==> config.mk <==
export PLATFORM = sky130hd
export DESIGN_NAME = breakout_game_ctrl
export DESIGN_NICKNAME = d
export VERILOG_FILES = /design/src/rtl/breakout_pkg.sv /design/src/rtl/bcd_sat_counter.sv /design/src/rtl/breakout_game_ctrl.sv
export SDC_FILE = /design/constraint.sdc
export NUM_CORES = 1
export LEC_CHECK = 0
export ABC_AREA = 1
export BUFFER_PORTS_ARGS = -buffer_cell sky130_fd_sc_hd__buf_4
export CAP_MARGIN = 20
export CORE_MARGIN = 8
export CORE_UTILIZATION = 60
export CTS_BUF_LIST = sky130_fd_sc_hd__clkbuf_2
export DETAILED_ROUTE_END_ITERATION = 8
export GPL_ROUTABILITY_DRIVEN = 0
export PLACE_DENSITY = 0.84
export SYNTH_ARGS = -nofsm -noshare
export SYNTH_HDL_FRONTEND = slang
export SYNTH_SLANG_ARGS = --single-unit
export TNS_END_PERCENT = 100
==> constraint.sdc <==
create_clock -name clk -period 6 [get_ports clk]
set_input_delay 0 -clock clk [delete_from_list [all_inputs] [get_ports clk]]
set_output_delay 0 -clock clk [all_outputs]
set_load 0.05 [all_outputs]
==> src/rtl/breakout_pkg.sv <==
// Shared types and helpers for the breakout game-flow controller.
// State encoding matches the 2-bit state output seen by the display pipeline.
package breakout_pkg;

  typedef enum logic [1:0] {
    ST_NEWGAME = 2'b00,
    ST_PLAY    = 2'b01,
    ST_NEWBALL = 2'b10,
    ST_OVER    = 2'b11
  } state_e;

  localparam logic [3:0] BCD_MAX = 4'd9;

  // One BCD digit step: returns {carry_out, digit}; a 9 with carry-in rolls to 0.
  function automatic logic [4:0] bcd_digit_inc(input logic [3:0] d, input logic cin);
    if (!cin)
      return {1'b0, d};
    else if (d == BCD_MAX)
      return {1'b1, 4'd0};
    else
      return {1'b0, d + 4'd1};
  endfunction

endpackage

==> src/rtl/bcd_sat_counter.sv <==
// Multi-digit packed BCD counter: ripple-carry increment, saturates at all-9s.
// clr has priority over inc; reset clears to zero.
module bcd_sat_counter
  import breakout_pkg::*;
#(
  parameter int DIGITS = 2
) (
  input  logic                  clk,
  input  logic                  reset,
  input  logic                  clr,
  input  logic                  inc,
  output logic [4*DIGITS-1:0]   q
);

  localparam int W = 4 * DIGITS;

  logic [W-1:0] q_q, q_d, inc_v;
  logic         carry;

  always_comb begin
    carry = inc;
    inc_v = q_q;
    for (int i = 0; i < DIGITS; i++) begin
      {carry, inc_v[4*i +: 4]} = bcd_digit_inc(q_q[4*i +: 4], carry);
    end
    q_d = q_q;
    // A carry out of the top digit means every digit was 9: hold instead of wrapping.
    if (clr)
      q_d = '0;
    else if (!carry)
      q_d = inc_v;
  end

  always_ff @(posedge clk) begin
    if (reset)
      q_q <= '0;
    else
      q_q <= q_d;
  end

  assign q = q_q;

endmodule

==> src/rtl/breakout_game_ctrl.sv <==
// Game-flow controller: NEWGAME/PLAY/NEWBALL/OVER FSM, lives, BCD score with
// high-score latch, and a frame-counted wait timer between balls and games.
module breakout_game_ctrl
  import breakout_pkg::*;
#(
  parameter int LIVES        = 3,
  parameter int LIVES_W      = 4,
  parameter int SCORE_DIGITS = 2,
  parameter int TIMER_FRAMES = 120
) (
  input  logic                      clk,
  input  logic                      reset,
  input  logic                      frame_tick,
  input  logic                      start_btn,
  input  logic                      hit,
  input  logic                      miss,
  output logic [1:0]                state,
  output logic                      gra_still,
  output logic                      new_ball,
  output logic [LIVES_W-1:0]        lives,
  output logic [4*SCORE_DIGITS-1:0] score,
  output logic [4*SCORE_DIGITS-1:0] hi_score,
  output logic                      timer_up
);

  localparam int SW = 4 * SCORE_DIGITS;
  localparam int TW = $clog2(TIMER_FRAMES + 1);

  state_e            state_q, state_d;
  logic [LIVES_W-1:0] lives_q, lives_d;
  logic [SW-1:0]     hi_q, hi_d;
  logic [TW-1:0]     timer_q, timer_d;
  logic              new_ball_q, new_ball_d;
  logic              timer_load, score_clr, score_inc;
  logic [SW-1:0]     score_hit;
  logic              hit_carry;

  bcd_sat_counter #(.DIGITS(SCORE_DIGITS)) u_score (
    .clk   (clk),
    .reset (reset),
    .clr   (score_clr),
    .inc   (score_inc),
    .q     (score)
  );

  // Score as it will be after this cycle's hit, so a game-ending miss that
  // coincides with a hit still credits that point to the high score.
  always_comb begin
    hit_carry = hit;
    score_hit = score;
    for (int i = 0; i < SCORE_DIGITS; i++) begin
      {hit_carry, score_hit[4*i +: 4]} = bcd_digit_inc(score[4*i +: 4], hit_carry);
    end
    if (hit_carry)
      score_hit = score;
  end

  always_comb begin
    state_d    = state_q;
    lives_d    = lives_q;
    hi_d       = hi_q;
    new_ball_d = 1'b0;
    timer_load = 1'b0;
    score_clr  = 1'b0;
    score_inc  = 1'b0;
    case (state_q)
      ST_NEWGAME: begin
        if (start_btn) begin
          state_d    = ST_PLAY;
          new_ball_d = 1'b1;
          score_clr  = 1'b1;
        end
      end
      ST_PLAY: begin
        score_inc = hit;
        if (miss) begin
          timer_load = 1'b1;
          if (lives_q > LIVES_W'(1)) begin
            lives_d = lives_q - LIVES_W'(1);
            state_d = ST_NEWBALL;
          end else begin
            lives_d = '0;
            state_d = ST_OVER;
            if (score_hit > hi_q)
              hi_d = score_hit;
          end
        end
      end
      ST_NEWBALL: begin
        if (timer_up && start_btn) begin
          state_d    = ST_PLAY;
          new_ball_d = 1'b1;
        end
      end
      ST_OVER: begin
        if (timer_up) begin
          state_d = ST_NEWGAME;
          lives_d = LIVES_W'(LIVES);
        end
      end
      default: state_d = ST_NEWGAME;
    endcase
  end

  always_comb begin
    timer_d = timer_q;
    if (timer_load)
      timer_d = TW'(TIMER_FRAMES);
    else if (frame_tick && timer_q != '0)
      timer_d = timer_q - TW'(1);
  end

  always_ff @(posedge clk) begin
    if (reset) begin
      state_q    <= ST_NEWGAME;
      lives_q    <= LIVES_W'(LIVES);
      hi_q       <= '0;
      timer_q    <= '0;
      new_ball_q <= 1'b0;
    end else begin
      state_q    <= state_d;
      lives_q    <= lives_d;
      hi_q       <= hi_d;
      timer_q    <= timer_d;
      new_ball_q <= new_ball_d;
    end
  end

  assign state     = state_q;
  assign gra_still = (state_q != ST_PLAY);
  assign new_ball  = new_ball_q;
  assign lives     = lives_q;
  assign hi_score  = hi_q;
  assign timer_up  = (timer_q == '0);

endmodule
Yosys cells after proc, flatten, opt, wreduce, memory -nomap -nowiden --
Index checks and enable logic that the tools add are counted.
Operators by class: bitwise operators 2, add/subtract/negate cells 4, equal/unequal tests 10, $lt $le $gt $ge 2, muxes and demuxes 26, reductions and logical operators 14
Operator list (number):
- $mux 5 | 6
- $mux 7 | 2
- $mux 4 | 3
- $add 4x1->4 const B | 2
- $eq 4x4->1 const B | 2
- $gt 8x8->1 | 1
- $mux 2 | 4
- $mux 8 | 1
- $ne 2x2->1 const B | 4
- $pmux 2 s4 | 1
- $pmux 4 s2 | 1
- $reduce_and 4->1 | 2
- $logic_not 7->1 | 1
- $mux 1 | 7
- $reduce_bool 7->1 | 1
- $sub 7x1->7 const B | 1
- $eq 2x2->1 const B | 2
- $gt 4x1->1 const B | 1
- $reduce_and 2->1 | 2
- $reduce_bool 2->1 | 2
- $reduce_or 2->1 | 2
- $sub 4x1->4 const B | 1
- $reduce_and 3->1 | 1
- $eq 2x1->1 const B | 1
- 5 further kinds | 7
Storage, ports and cells: logic and storage cells 66, flip-flop bits (word level) 30

Logic depth before layout (Yosys ltp) --
Gate-level depths: netlist of the first run.
depth in word-level cells 7, mapped depth 18, depth with buffers taken out 18

Hierarchy --
Synthesis of the first run repeated with hierarchy kept, for this count alone.
Unflattened totals: cell total of the unflattened synthesis 319, area, all modules 2073.2 sq um
By module, submodules not included:
- breakout_game_ctrl | area each 1634.1 sq um, cells an instance 250, instances 1
- bcd_sat_counter | area each 439.2 sq um, cells an instance 69, instances 1

Least setup slack after synthesis of the first run --
Ideal clock, no wire load.
kind register to register, start reg u_score.q_q[5], in the netlist u_score.q[5], end reg hi_q[0], in the netlist hi_score[0], setup time 117 ps, arrival time 2521 ps, slack 3362 ps, cell stages (with the launch flop) 17, required time 5883 ps, period minus slack after synthesis 2638 ps, path buffers 1, cells stage by stage dfxtp_1 -> inv_1 -> ha_1 -> nand3_1 -> inv_1 -> nor2_4 -> nand2_1 -> nand2_1 -> inv_1 -> ha_1 -> nand2_1 -> nor2_1 -> and2_1 -> nor2_4 -> buf_6 -> a21oi_1 -> nor2_1
On the way: word-level cells in the longest chain between the ends 6, elaborated cells between the ends (all ways) 7
RTL lines:
- start, declared | line bcd_sat_counter.sv:17 | logic [W-1:0] q_q, q_d, inc_v;
- start signal, assigned | line bcd_sat_counter.sv:38 | q_q <= q_d;
- $add 4x1->4 or $eq 4x4->1 (tied branches) | line breakout_pkg.sv:21, breakout_pkg.sv:18
- $mux 5 * | line breakout_pkg.sv:18 | else if (d == BCD_MAX)
- $mux 5 * | line breakout_pkg.sv:16 | if (!cin)
- $mux 8 * | line breakout_game_ctrl.sv:54 | if (hit_carry)
- named net score_hit[7] | line breakout_game_ctrl.sv:35 | logic [SW-1:0] score_hit;
- $gt 8x8->1 * | line breakout_game_ctrl.sv:84 | if (score_hit > hi_q)
- $reduce_and 4->1 (no source line) *
- end signal, assigned | line breakout_game_ctrl.sv:123 | hi_q <= hi_d;
- end, declared | line breakout_game_ctrl.sv:31 | logic [SW-1:0] hi_q, hi_d;
Mark *: on every way through the listed nets, which the timed path passes. The rest lies on a longest branch. A chain may end at the register's enable or synchronous reset.

Worst setup path in the final report of the first run --
start reg u_score.q_q[5], in the netlist u_score.q[5], end reg hi_q[3], in the netlist hi_score[3]
The elaborated chain is that of the path after synthesis.

==> results of run 1 <==
==> power by group through the flow <==
stage	Sequential, mW	Combinational (mW)	Clock (mW)
2_1_floorplan	0.285	0.210	0
3_3_place_gp	0.260	0.298	0
3_5_place_dp	0.260	0.304	0
4_1_cts	0.256	0.308	0.105
5_1_grt	0.260	0.346	0.110
6_report	0.256	0.308	0.102
==> stage by stage <==
| step | instance area (µm²) | std cells | worst slack (ns) | hold WS (ns) | utilization [%] |
|---|---|---|---|---|---|
| after floorplan | 1940 | 291 | 3.36 | 0.0691 | - |
| after global placement | 2190 | 362 | 3.50 | 0.207 | 71.3 |
| after detailed placement | 2190 | 362 | 3.44 | 0.207 | 71.3 |
| after CTS | 2270 | 374 | 3.40 | 0.0184 | 73.9 |
| after global routing | 2270 | 374 | 3.05 | 0.0637 | 73.9 |
| final | 2270 | 374 | 3.35 | 0.0438 | 73.9 |
==> synth_stat cells (all sizes together) <==
master	instances	area (µm²)
a21boi	1	7.51
a21o	1	7.51
a21oi	23	115
a31oi	1	6.26
and2	2	12.5
buf	2	16.3
clkbuf	1	13.8
clkinv	1	3.75
dfxtp	30	601
ha	15	188
inv	46	173
nand2	75	297
nand3	23	128
nand3b	1	7.51
nand4	4	31.3
nor2	32	135
nor3	5	36.3
o211ai	1	7.51
o21ai	19	98.9
o21bai	1	7.51
o31ai	1	7.51
or2	3	18.8
xnor2	1	8.76
xor2	2	17.5
==> cells by family (layout without fill, tap and decap cells) <==
group                      after synthesis  count (layout)  share of synthesized area [%]
and+or+nand+nor                        145             145                           34.2
buffers and inverters                   50              89                           10.6
AOI/OAI and AO/OA                       48              48                           13.3
DFF                                     30              30                           30.9
adders and majority gates               15              15                           9.65
xor gates and xnor gates                 3               3                           1.35
==> area by class of cell <==
type | count | area (µm²)
clock buffer | 6 | 30.0
multi-input combinational | 211 | 1140
inverter | 47 | 176
sequential | 30 | 601
timing repair buffer | 34 | 265
fill | 271 | 805
clock inverter | 2 | 8.76
tap | 44 | 55.1
==> how the worst max path moves through the flow <==
stage               slack, ns     endpoint  cells after the start
CTS                      3.40  hi_score[3]                     17
finish                   3.35  hi_score[3]                     17
detailed placement       3.44  hi_score[1]                     15
floorplan                3.36  hi_score[0]                     16
global route             3.05  hi_score[3]                     16
global placement         3.50  hi_score[1]                     16
==> layer usage <==
metal | global-route usage, % | vias up
li1 | - | 1015
met1 | 19.3 | 884
met2 | 31.7 | 58
met3 | 5.36 | 9
met4 | 7.33 | 0
met5 | 0 | -
==> registers in the layout (all words and copies together) (netlist names) <==
name / count
new_ball: 1
hi_score: 8
state: 2
u_score.q: 8
lives: 4
timer_q: 7
==> timing repair <==
action / in CTS / in global routing
hold endpoints to repair: 11 / 0
setup buffers: 0 / 0
endpoints found under the setup margin: 0 / 0
hold buffers: 4 / 0
==> worst min-delay path, stage by stage <==
cell and delay [ns]:
buf_4 0.10, nand2_1 0.15, nand2_1 0.10, a21oi_1 0.05
==> impl_metrics.yaml, run 1 <==
floorplanning:
  core_um2: 3080
  placementRows: 20
  pin_count: 31
  fp.dieH_um: 72.9
  die_x_um: 72.9
  start_util_pct: 63.2
  dieArea_um2: 5320
timing:
  tightestPinTransition_ns: 0.619
  maxSlewViolCount: 0
  slew_headroom_pct: 58.5
  fin_worst_skew_ns: 0.00547
  fin_crit_sh_pct: 44.1
  setup_viol: 0
  final-hold-violation-count: 0
  fmax_mhz: 378
  rsz0062_at_grt: "no"
  fin_tns_setup_ns: 0
  min_period_ns: 2.65
power:
  switchingPower_mw: 0.308
  p_int_mw: 0.358
  clock_power_share_pct: 15.3
  p_per_area_nw_per_um2: 293
  p_leak_nw: 1.22
  switching_share_pct: 46.3
  ir_drop_uv: 258
  power_frac_comb_pct: 46.2
  p_seq_share_pct: 38.5
  design_power_total_mw: 0.666
drt:
  dr_total_vias: 1966
  antenna_left: 0
  drt_wl_total_mm: 4.39
  vias_per_cell: 5.26
  drtIter0Drc: 125
  drc: 0
  firstDrtPassIters: 5
  wl_met3_um: 270
  wl_met2_mm: 2.11
  wl_per_cell_um: 11.7
  top_layer: "met4"
  wl_met1_mm: 1.93
job:
  drv_cap: 0
yosys:
  synth_cells: 291
  ys.warnings.count: 0
  synth_nets: 312
  synth_seq_cells: 30
  avgSynthCellArea_um2: 6.68
  ys_types: 35
  ys_seq_area_share_pct: 30.9
  synth_area_um2: 1940
grt:
  grt_pass1_wl_mm: 7.71
  grt_max_degree: 18
  grt_antenna_before_repair: 0
  grt_usage_pct: 17.9
  grt_pass1_vias: 1841
  grt-ovfl-total: 0
clock_network:
  cts-resized-gates: 0
  cts_sinks: 30
  htree_num_levels: 2
  clk_latency_ns: 0.38
  cts_made_buffers: 5
  cts_tree: "yes"
  cts_buffer_depth: 2
  cts-root-buf: "clkbuf_2"
  cts.reportedPaths.clkPinSlew_ns: 0.16
layout:
  nets: 350
  drive_above_1_share_pct: 16.4
  mostFrequentLayoutCells: "nand2_1, inv_1, nor2_1, dfxtp_1, buf_4"
  num_antenna_cells: 0
  synthToLayoutAreaGrowth_pct: 16.9
  final_common_cell: "nand2_1"
setup_path:
  path_max_fanout: 11
  cpMostUsedCell: "nand2_1"
  cp_slowest_cell: "dfxtp_1"
  timing.rr.end: "hi_score[3]"
  crit_arrival_ns: 2.97
  cp.required_ns: 6.33
  cp-end-kind: "register"
  worst_setup_path_start_kind: "register"
  rr_worst_depth: 17
  path_delay_family: "simple AND/OR/NAND/NOR gates"
  path_class: "register to register"
  reg2reg_from: "u_score.q[5]"
  critPathLaunch: "u_score.q[5]"
  r2r_setup_slack_ns: 3.35
  worstPathCellList: "inv_1 > ha_1 > nand3_1 > inv_1 > nor2_4 > nand2_1 > nand2_1 > inv_1 > ha_1 > nand2_1 > nor2_1 > nand2_1 > nand2_1 > nand2_2 > nand2_1 > nand2_1 > nor2_1"
  crit_buf_inv: 3
  critPathMaxStageDelay_ns: 0.43
min_path:
  min_to: "timer_q[0]"
  hold_path.class: "input pin to register"
  hold_depth: 4
  worstHoldStart: "frame_tick"
place:
  port_buffers: 30
  dp_hpwl_mm: 3.35
outcome:
  status: "completed"
Note: power is estimated with default switching activity, not from simulation.
==> inputs of run 2 (changes only) <==
--- a/config.mk
+++ b/config.mk
@@ -5,15 +5,15 @@
 export SDC_FILE = /design/constraint.sdc
 export NUM_CORES = 1
 export LEC_CHECK = 0
-export ABC_AREA = 1
+export ABC_AREA = 0
 export BUFFER_PORTS_ARGS = -buffer_cell sky130_fd_sc_hd__buf_4
 export CAP_MARGIN = 20
 export CORE_MARGIN = 8
-export CORE_UTILIZATION = 60
+export CORE_UTILIZATION = 52
 export CTS_BUF_LIST = sky130_fd_sc_hd__clkbuf_2
 export DETAILED_ROUTE_END_ITERATION = 8
 export GPL_ROUTABILITY_DRIVEN = 0
-export PLACE_DENSITY = 0.84
+export PLACE_DENSITY = 0.78
 export SYNTH_ARGS = -nofsm -noshare
 export SYNTH_HDL_FRONTEND = slang
 export SYNTH_SLANG_ARGS = --single-unit
==> constraint.sdc (replaced) <==
create_clock -name clk -period 2.3 [get_ports clk]
set_input_delay 0 -clock clk [delete_from_list [all_inputs] [get_ports clk]]
set_output_delay 0 -clock clk [all_outputs]
set_load 0.05 [all_outputs]
==> impl_metrics.yaml, run 2 <==
setup_path:
  worst_setup_path_start_kind: "register"
  path_class: "register to register"
  cp.required_ns: 2.63
  crit_arrival_ns: 2.90
  path_max_fanout: 5
  cp-end-kind: "register"
yosys:
  synth_seq_cells: 30
  synth_area_um2: 1810
  avgSynthCellArea_um2: 8.62
  async_flop_share_pct: 0
  synth_area_leader_cell: "dfxtp_1"
  synth.top_cells.by_count: "dfxtp_1, a21oi_1, inv_1, nor2_1"
  synth_most_common_cell: "dfxtp_1"
  yosys-top-cells-area: "dfxtp_1, ha_1, a21oi_1"
  synth_top_area_share_pct: 33.2
  synth_ff_type: "dfxtp_1"
  ys.warnings.count: 0
  synth_cells: 210
  ys_types: 49
  synth_edf_count: 0
  synth_nets: 231
  ys_seq_area_share_pct: 33.2
grt:
  grt_pass1_wl_mm: 8.91
  grt_max_degree: 12
  grt_usage_pct: 20.4
  grt_antenna_before_repair: 0
  grt_pass1_vias: 2019
  grt-ovfl-total: 0
floorplanning:
  fp.dieH_um: 75.0
  placementRows: 21
  dieArea_um2: 5630
  start_util_pct: 54.3
  pin_count: 31
  die_x_um: 75.0
  core_um2: 3340
timing:
  tightestPinTransition_ns: 0.650
  fin_hold_ws_ns: 0.0467
  fmax_mhz: 389
  maxSlewViolCount: 0
  rsz0062_at_grt: "yes"
  setup_viol: 8
  min_period_ns: 2.57
  slew_headroom_pct: 56.4
  fin_worst_skew_ns: 0.0313
  final-hold-violation-count: 0
  fin_crit_sh_pct: 112
  fin_ws_ns: -0.272
drt:
  dr_total_vias: 1929
  antenna_left: 0
  drtIter0Drc: 113
  wl_per_cell_um: 16.1
  firstDrtPassIters: 4
  drc: 0
  vias_per_cell: 5.72
  drt_wl_total_mm: 5.43
outcome:
  violations: "setup timing"
  status: "finished, violations left"
layout:
  num_antenna_cells: 0
  synthToLayoutAreaGrowth_pct: 46.2
  mostFrequentLayoutCells: "buf_4, dfxtp_1, nor2_1"
  utilization_pct: 79.3
  final_common_cell: "buf_4"
  fillCellCount: 225
  nets: 312
  drive_above_1_share_pct: 40.9
  fin_area_um2: 2650
clock_network:
  cts_made_buffers: 5
  cts_tree: "yes"
  cts.reportedPaths.clkPinSlew_ns: 0.18
  clk_latency_ns: 0.38
  cts-root-buf: "clkbuf_2"
  cts_sinks: 30
  htree_num_levels: 2
  cts_buffer_depth: 2
place:
  port_buffers: 30
  dp_hpwl_mm: 3.27
  place_ws_ns: -0.337
  placed_area_um2: 2300
power:
  p_per_area_nw_per_um2: 594
  ir_drop_uv: 722
  design_power_total_mw: 1.57
  switchingPower_mw: 0.592
  power_frac_comb_pct: 36.9
  p_leak_nw: 1.21
  p_int_mw: 0.979
  switching_share_pct: 37.7
  p_seq_share_pct: 40.2
  clock_power_share_pct: 22.9
job:
  drv_cap: 0
min_path:
  hold_path.class: "input pin to register"
[run 2: worst paths after layout]
| kind | startpoint | to | slack (ns) | cells past startpoint |
|---|---|---|---|---|
| hold reg to reg | hi_score[0] | hi_score[0] | 0.51 | 2 |
| setup / recovery | u_score.q[5] | hi_score[0] | -0.27 | 14 |
| hold / removal | frame_tick | timer_q[1] | 0.05 | 3 |
| setup reg to reg | u_score.q[5] | hi_score[0] | -0.27 | 14 |
[run 2: what timing repair did]
item                                    CTS  global route
endpoints found under the setup margin    8            11
gates cloned                              1             0
buffers inserted                         10             3
endpoints found under the hold margin    14             0
pin swaps                                 9             2
hold buffers                             10             0
gates resized for setup                  20             8
[run 2: critical path, stage by stage, from the launching register on]
cell,delay [ns]
dfxtp_4,0.38
inv_4,0.04
ha_4,0.15
nand3b_1,0.13
buf_6,0.14
buf_6,0.09
nand4_1,0.12
o21ai_2,0.22
ha_1,0.19
nand2_1,0.08
o211ai_1,0.21
o2111ai_2,0.18
buf_4,0.20
or3_1,0.30
a21oi_1,0.12
[run 2: kinds of logic after synthesis]
group | after synthesis | synth area share [%]
multiplexers | 1 | 0.553
flip-flops | 30 | 33.2
AO/OA/AOI/OAI | 61 | 23.6
AND/OR/NAND/NOR | 71 | 22.3
adder cells (fa/ha/maj) | 15 | 10.4
buffers and inverters | 23 | 5.67
XOR/XNOR | 9 | 4.35
[run 2: routing by layer]
layer / GRT usage [%] / routed length, µm / up-vias
met4: 10.7 / 192 / 0
met3: 5.46 / 261 / 22
met2: 35.3 / 2700 / 58
li1: - / - / 931
met5: 0 / 0 / -
met1: 22.2 / 2280 / 918
[run 2: through the flow]
| stage | instances | TNS, ns |
|---|---|---|
| floorplan | 210 | -2.50 |
| global placement | 306 | -1.97 |
| detailed placement | 306 | -2.39 |
| CTS | 334 | -1.82 |
| global route | 337 | -2.94 |
| finish | 337 | -1.86 |
[run 2: cell type report]
type | instances | area, µm² | area share, %
Inverter | 17 | 66.3 | 2.50
Multi-Input combinational cell | 157 | 1200 | 45.5
Clock inverter | 2 | 33.8 | 1.28
Tap cell | 46 | 57.6 | 2.17
Timing Repair Buffer | 80 | 638 | 24.1
Sequential cell | 30 | 623 | 23.5
Clock buffer | 5 | 25.0 | 0.945
[run 2: power groups by stage]
stage               clock network, mW  logic (mW)  registers (mW)
floorplan                           0       0.368           0.660
global placement                    0       0.506           0.639
detailed placement                  0       0.516           0.641
CTS                             0.366       0.570           0.629
global route                    0.392       0.632           0.645
finish                          0.360       0.580           0.631
